## config.mk

```make
export PLATFORM = sky130hd
export DESIGN_NAME = scan_c2h_packer
export DESIGN_NICKNAME = d
export VERILOG_FILES = /design/src/rtl/scan_c2h_packer.sv
export SDC_FILE = /design/constraint.sdc
export NUM_CORES = 1
export LEC_CHECK = 0
export ABC_AREA = 1
export CELL_PAD_IN_SITES_DETAIL_PLACEMENT = 2
export CELL_PAD_IN_SITES_GLOBAL_PLACEMENT = 2
export CORE_MARGIN = 3
export CORE_UTILIZATION = 40
export DETAILED_ROUTE_END_ITERATION = 8
export DONT_BUFFER_PORTS = 1
export GPL_TIMING_DRIVEN = 1
export PLACE_DENSITY = 0.81
export SETUP_SLACK_MARGIN = 0.4
export SYNTH_ARGS = -nofsm -noshare
export SYNTH_HDL_FRONTEND = slang
export SYNTH_SLANG_ARGS = --single-unit
```

## constraint.sdc

```tcl
create_clock -name usr_clk -period 5.5 [get_ports usr_clk]
set_input_delay 0.55 -clock usr_clk [delete_from_list [all_inputs] [get_ports usr_clk]]
set_output_delay 0.55 -clock usr_clk [all_outputs]
set_load 0.01 [all_outputs]
```

## src/rtl/scan_c2h_packer.sv

```systemverilog
// Packs framed 32-bit scan samples into 128-bit beats for the C2H0 AXIS source stage and pads
// each frame to a whole number of BLK_BEATS beats, so downstream tlast marks the true frame end.
module scan_c2h_packer #(
  parameter int unsigned BLK_BEATS = 256,
  parameter logic [31:0] PAD_WORD  = 32'hDEAD_BEEF
) (
  input  logic         usr_clk,
  input  logic         usr_rst_n,
  input  logic         clr_i,
  input  logic [31:0]  scan_data_i,
  input  logic         scan_valid_i,
  input  logic         scan_start_i,
  input  logic         scan_stop_i,
  output logic [127:0] pcie_data_o,
  output logic         pcie_valid_o,
  output logic         pcie_start_o,
  output logic         pcie_stop_o,
  output logic         busy_o,
  output logic [15:0]  drop_cnt_o,
  output logic [31:0]  frame_beats_o
);

  localparam int unsigned BlkW = $clog2(BLK_BEATS);

  typedef enum logic [1:0] {StIdle, StPack, StPad, StFin} state_e;

  state_e         state_q, state_d;
  logic [1:0]     lane_q, lane_d;
  logic [BlkW-1:0] blk_q, blk_d;
  logic [95:0]    buf_q, buf_d;
  logic           first_q, first_d;
  logic [127:0]   data_q, data_d;
  logic           valid_q, valid_d;
  logic           start_q, start_d;
  logic           stop_q, stop_d;
  logic           busy_q;
  logic [15:0]    drop_q, drop_d;
  logic [31:0]    frame_q, frame_d;

  logic           pack_en;
  logic           clr_frame;
  logic           beat;
  logic [2:0]     fill;
  logic [1:0]     lane_base;
  logic [127:0]   beat_data;

  always_comb begin
    state_d   = state_q;
    lane_d    = lane_q;
    blk_d     = blk_q;
    buf_d     = buf_q;
    first_d   = first_q;
    drop_d    = drop_q;
    stop_d    = 1'b0;
    start_d   = 1'b0;
    pack_en   = 1'b0;
    clr_frame = 1'b0;
    beat      = 1'b0;
    fill      = 3'd0;
    lane_base = lane_q;
    beat_data = {4{PAD_WORD}};

    unique case (state_q)
      StIdle: begin
        if (scan_start_i) begin
          clr_frame = 1'b1;
          first_d   = 1'b1;
          blk_d     = '0;
          lane_base = 2'd0;
          lane_d    = 2'd0;
          // An empty frame opened and closed in one cycle only produces the stop pulse.
          if (scan_stop_i && !scan_valid_i) begin
            stop_d = 1'b1;
          end else begin
            pack_en = 1'b1;
          end
        end
      end
      StPack: pack_en = 1'b1;
      StPad: begin
        beat  = 1'b1;
        blk_d = blk_q + {{(BlkW-1){1'b0}}, 1'b1};
        if (blk_d == '0) state_d = StFin;
      end
      StFin: begin
        stop_d  = 1'b1;
        state_d = StIdle;
      end
      default: state_d = StIdle;
    endcase

    if (pack_en) begin
      fill = {1'b0, lane_base} + {2'b00, scan_valid_i};
      for (int i = 0; i < 3; i++) begin
        if (2'(i) < lane_base) beat_data[i*32 +: 32] = buf_q[i*32 +: 32];
        if (scan_valid_i && (2'(i) == lane_base)) begin
          beat_data[i*32 +: 32] = scan_data_i;
          buf_d[i*32 +: 32]     = scan_data_i;
        end
      end
      if (scan_valid_i && (lane_base == 2'd3)) beat_data[127:96] = scan_data_i;

      // Lanes at or above fill keep PAD_WORD, which forms the partial beat on stop.
      beat   = (fill == 3'd4) || (scan_stop_i && (fill != 3'd0));
      lane_d = scan_stop_i ? 2'd0 : fill[1:0];
      blk_d  = blk_d + {{(BlkW-1){1'b0}}, beat};
      if (scan_stop_i) begin
        state_d = (blk_d != '0) ? StPad : StFin;
      end else begin
        state_d = StPack;
      end
    end

    if ((state_q == StPad || state_q == StFin) && scan_valid_i && (drop_q != 16'hFFFF)) begin
      drop_d = drop_q + 16'd1;
    end

    start_d = beat && first_d;
    if (beat) first_d = 1'b0;

    valid_d = beat;
    data_d  = beat ? beat_data : '0;
    frame_d = (clr_frame ? 32'd0 : frame_q) + {31'd0, beat};
  end

  always_ff @(posedge usr_clk or negedge usr_rst_n) begin
    if (!usr_rst_n) begin
      state_q <= StIdle;
      lane_q  <= '0;
      blk_q   <= '0;
      buf_q   <= '0;
      first_q <= 1'b0;
      data_q  <= '0;
      valid_q <= 1'b0;
      start_q <= 1'b0;
      stop_q  <= 1'b0;
      busy_q  <= 1'b0;
      drop_q  <= '0;
      frame_q <= '0;
    end else if (clr_i) begin
      state_q <= StIdle;
      lane_q  <= '0;
      blk_q   <= '0;
      buf_q   <= '0;
      first_q <= 1'b0;
      data_q  <= '0;
      valid_q <= 1'b0;
      start_q <= 1'b0;
      stop_q  <= 1'b0;
      busy_q  <= 1'b0;
      drop_q  <= '0;
      frame_q <= '0;
    end else begin
      state_q <= state_d;
      lane_q  <= lane_d;
      blk_q   <= blk_d;
      buf_q   <= buf_d;
      first_q <= first_d;
      data_q  <= data_d;
      valid_q <= valid_d;
      start_q <= start_d;
      stop_q  <= stop_d;
      busy_q  <= (state_d != StIdle);
      drop_q  <= drop_d;
      frame_q <= frame_d;
    end
  end

  assign pcie_data_o   = data_q;
  assign pcie_valid_o  = valid_q;
  assign pcie_start_o  = start_q;
  assign pcie_stop_o   = stop_q;
  assign busy_o        = busy_q;
  assign drop_cnt_o    = drop_q;
  assign frame_beats_o = frame_q;

endmodule

```

==> impl_metrics.yaml <==
timing:
  max_freq_ghz: 0.222
  hold_viol: 289
  period_needed_ns: 4.51
  finalSetupTns_ns: 0
  worst_slew_pin_slew_ns: 1.11
  grt_setup_unrepaired: "no"
  fin_skew_ns: 0.0277
  setup_ws_ns: 0.988
  drv_slew: 0
  period_share_pct: 82.0
  setup_viol: 0
  holdWs_ns: -0.280
  relSlewSlack_pct: 25.6
placed_design:
  gp_congestion: 0.823
  dpl.hpwl_mm: 30.0
  port_buffers: 0
  post-place-ws_ns: 1.04
synth:
  synth.distinct_cells: 51
  seq_area_frac_synth_pct: 55.5
  synth-async-reset-ratio_pct: 100
  synth_simple_gate_area_share_pct: 18.9
  syn_area_per_cell_um2: 8.93
  dominantRegCellSynth: "dfrtp_1"
  synth_cells: 1459
  synth.top_cell.area_share_pct: 55.5
  synthMuxAreaShare_pct: 0.0864
  synth_edf_count: 0
  synth.most_common_cell: "dfrtp_1"
  synthAdderAreaFrac_pct: 1.25
  synthTopCellsByCount: "289 x dfrtp_1, 231 x nand2_1, 169 x inv_1"
  yosys-top-cells-area: "dfrtp_1 56%, nand2_1 6.7%, o21ai_0 5.3%, inv_1 4.9%, nor2_1 4.5%"
  synth_top_cell_by_area: "dfrtp_1"
  ys_warn_count: 0
  syn_area_mm2: 0.0130
  synth_top_family_by_area: "simple AND/OR/NAND/NOR gates"
  synth-compound-area-share_pct: 15.3
  ys_seq_elements: 289
  synth.net_count: 1510
  synthXorXnorAreaFrac_pct: 0.605
grt:
  grt.overflow.total: 0
  grt_usage_pct: 25.7
  grt_first_pass_wirelength_mm: 71.0
  grt_max_degree: 290
  grt_pass1_vias: 11700
  antenna_found_initial: 2
floorplan:
  die_w_um: 186
  rows: 65
  start_util_pct: 41.0
  boundaryPins: 218
  die-area_mm2: 0.0348
  core_area_mm2: 0.0318
  die_h_um: 186
final_layout:
  fin_nets: 1477
  layout-drive-gt1-share_pct: 9.85
  synthToLayoutAreaGrowth_pct: 10.7
  antenna_cells: 0
power_and_ir_drop:
  p_comb_share_pct: 18.6
  power_switching_mw: 2.29
  p_per_area_mw_per_mm2: 450
  vdd_ir_drop_max_mv: 0.249
  total_power_mw: 6.49
  power_leakage_nw: 6.59
  p_clk_share_pct: 35.9
  p_seq_share_pct: 45.5
  p_sw_share_pct: 35.3
  internal-power_mw: 4.20
setup_path:
  crit_fanout: 26
  cpMostUsedCell: "ha_1"
  crit_required_ns: 5.90
  critPathLaunchType: "flop"
  critical_path_class: "reg -> reg"
  critPathTopFamily: "simple AND/OR/NAND/NOR gates"
  slowest_stage: "dfrtp_1"
  crit_path_max_incr_delay_ns: 0.42
  cp-end-kind: "flop"
  crit_arrival_ns: 4.91
  path_buf_inv: 6
clocking:
  cts_made_buffers: 34
  h-tree-depth: 2
  clkTransAtPathRegs_ns: 0.06
  cts_resized: 0
  clkSinkCount: 289
  clk_path_buf_depth: 3
  clk_latency_ns: 0.54
  cts_tree: "yes"
  cts_root_buf: "clkbuf_16"
  cts_setup_buffers: 0
routing:
  wl_mm: 45.0
  postRouteAntennaNets: 0
  wl_per_cell_um: 23.8
  vias: 10600
  drt-initial-drc-count: 642
  first_pass_iters: 5
  vias_per_cell: 5.62
  drc: 0
run_status:
  violations: "hold timing"
  status: "finished, violations left"
flow_run:
  cap_violations: 0
hold_path:
  hold_class: "in -> async"
[state kept, by name (all words and copies together), names as in the netlist]
name and flops:
pcie_stop_o 1, busy_o 1, pcie_start_o 1, blk_q 8, buf_q 96, frame_beats_o 32
state_q 2, lane_q 2, drop_cnt_o 16, pcie_data_o 128, pcie_valid_o 1, first_q 1
[power by group through the flow]
| stage | Sequential, mW | Clock (mW) | Combinational, mW |
|---|---|---|---|
| floorplan | 2.85 | 0 | 0.888 |
| global placement | 2.99 | 0 | 1.16 |
| detailed placement | 2.99 | 0 | 1.20 |
| CTS | 2.96 | 2.38 | 1.22 |
| global route | 2.99 | 2.48 | 1.35 |
| finish | 2.96 | 2.33 | 1.21 |
[cells by family (layout without fill, tap and decap cells)]
logic type,after synthesis,after routing
simple gates,540,540
compound gates,341,341
flops,289,289
buf+inv,266,259
fa+ha+maj,13,13
xor+xnor,9,9
mux,1,1
[metrics by stage]
| step | hold slack (ns) | util [%] | area (um^2) | instances |
|---|---|---|---|---|
| finish | -0.280 | 45.3 | 14400 | 1887 |
| floorplan | 0.254 | - | 13000 | 1459 |
| detailed placement | 0.263 | 41.7 | 13300 | 1825 |
| CTS | -0.297 | 45.3 | 14400 | 1887 |
| global placement | 0.264 | 41.7 | 13300 | 1825 |
| global route | -0.301 | 45.3 | 14400 | 1887 |
[routing by layer]
layer	part of all wire (%)	global-route usage (%)	vias to the layer above
met4	3.3	7.85	2
met3	6.4	6.39	82
met2	46	41.5	281
li1	-	-	4739
met5	0.029	0	-
met1	44	34.5	5493
[cells in the final DEF (no fill, tap or decap), drive strengths merged, types with 6 or more instances in the layout]
cell type    n
clkbuf      43
a221oi       9
o22ai       15
nand4        8
nor2       180
nand2      240
a31oi       75
a22oi       18
inv        188
clkinv      14
nand3       65
a21oi       52
buf          9
ha          13
xor2         6
dfrtp      289
o21ai      152
nor3        40
[final timing paths]
kind                       startpoint           endpoint  slack [ns]  cells past startpoint
setup / recovery           state_q[1]  frame_beats_o[24]        0.99                     27
hold / removal              usr_rst_n  frame_beats_o[25]       -0.28                      0
setup reg to reg           state_q[1]  frame_beats_o[24]        0.99                     27
hold reg to reg             buf_q[76]          buf_q[76]        0.48                      2
max in group asynchronous   usr_rst_n        pcie_stop_o        4.89                      0
min in group usr_clk            clr_i          buf_q[23]        0.11                      1
[area by class of cell]
type,count,area (um^2)
Clock inverter,19,201
Fill cell,3429,17400
Sequential cell,289,7230
Timing Repair Buffer,9,67.6
Multi-Input combinational cell,904,4710
Tap cell,435,544
Clock buffer,43,956
Inverter,188,711
Power figures use the tool's default switching activity.
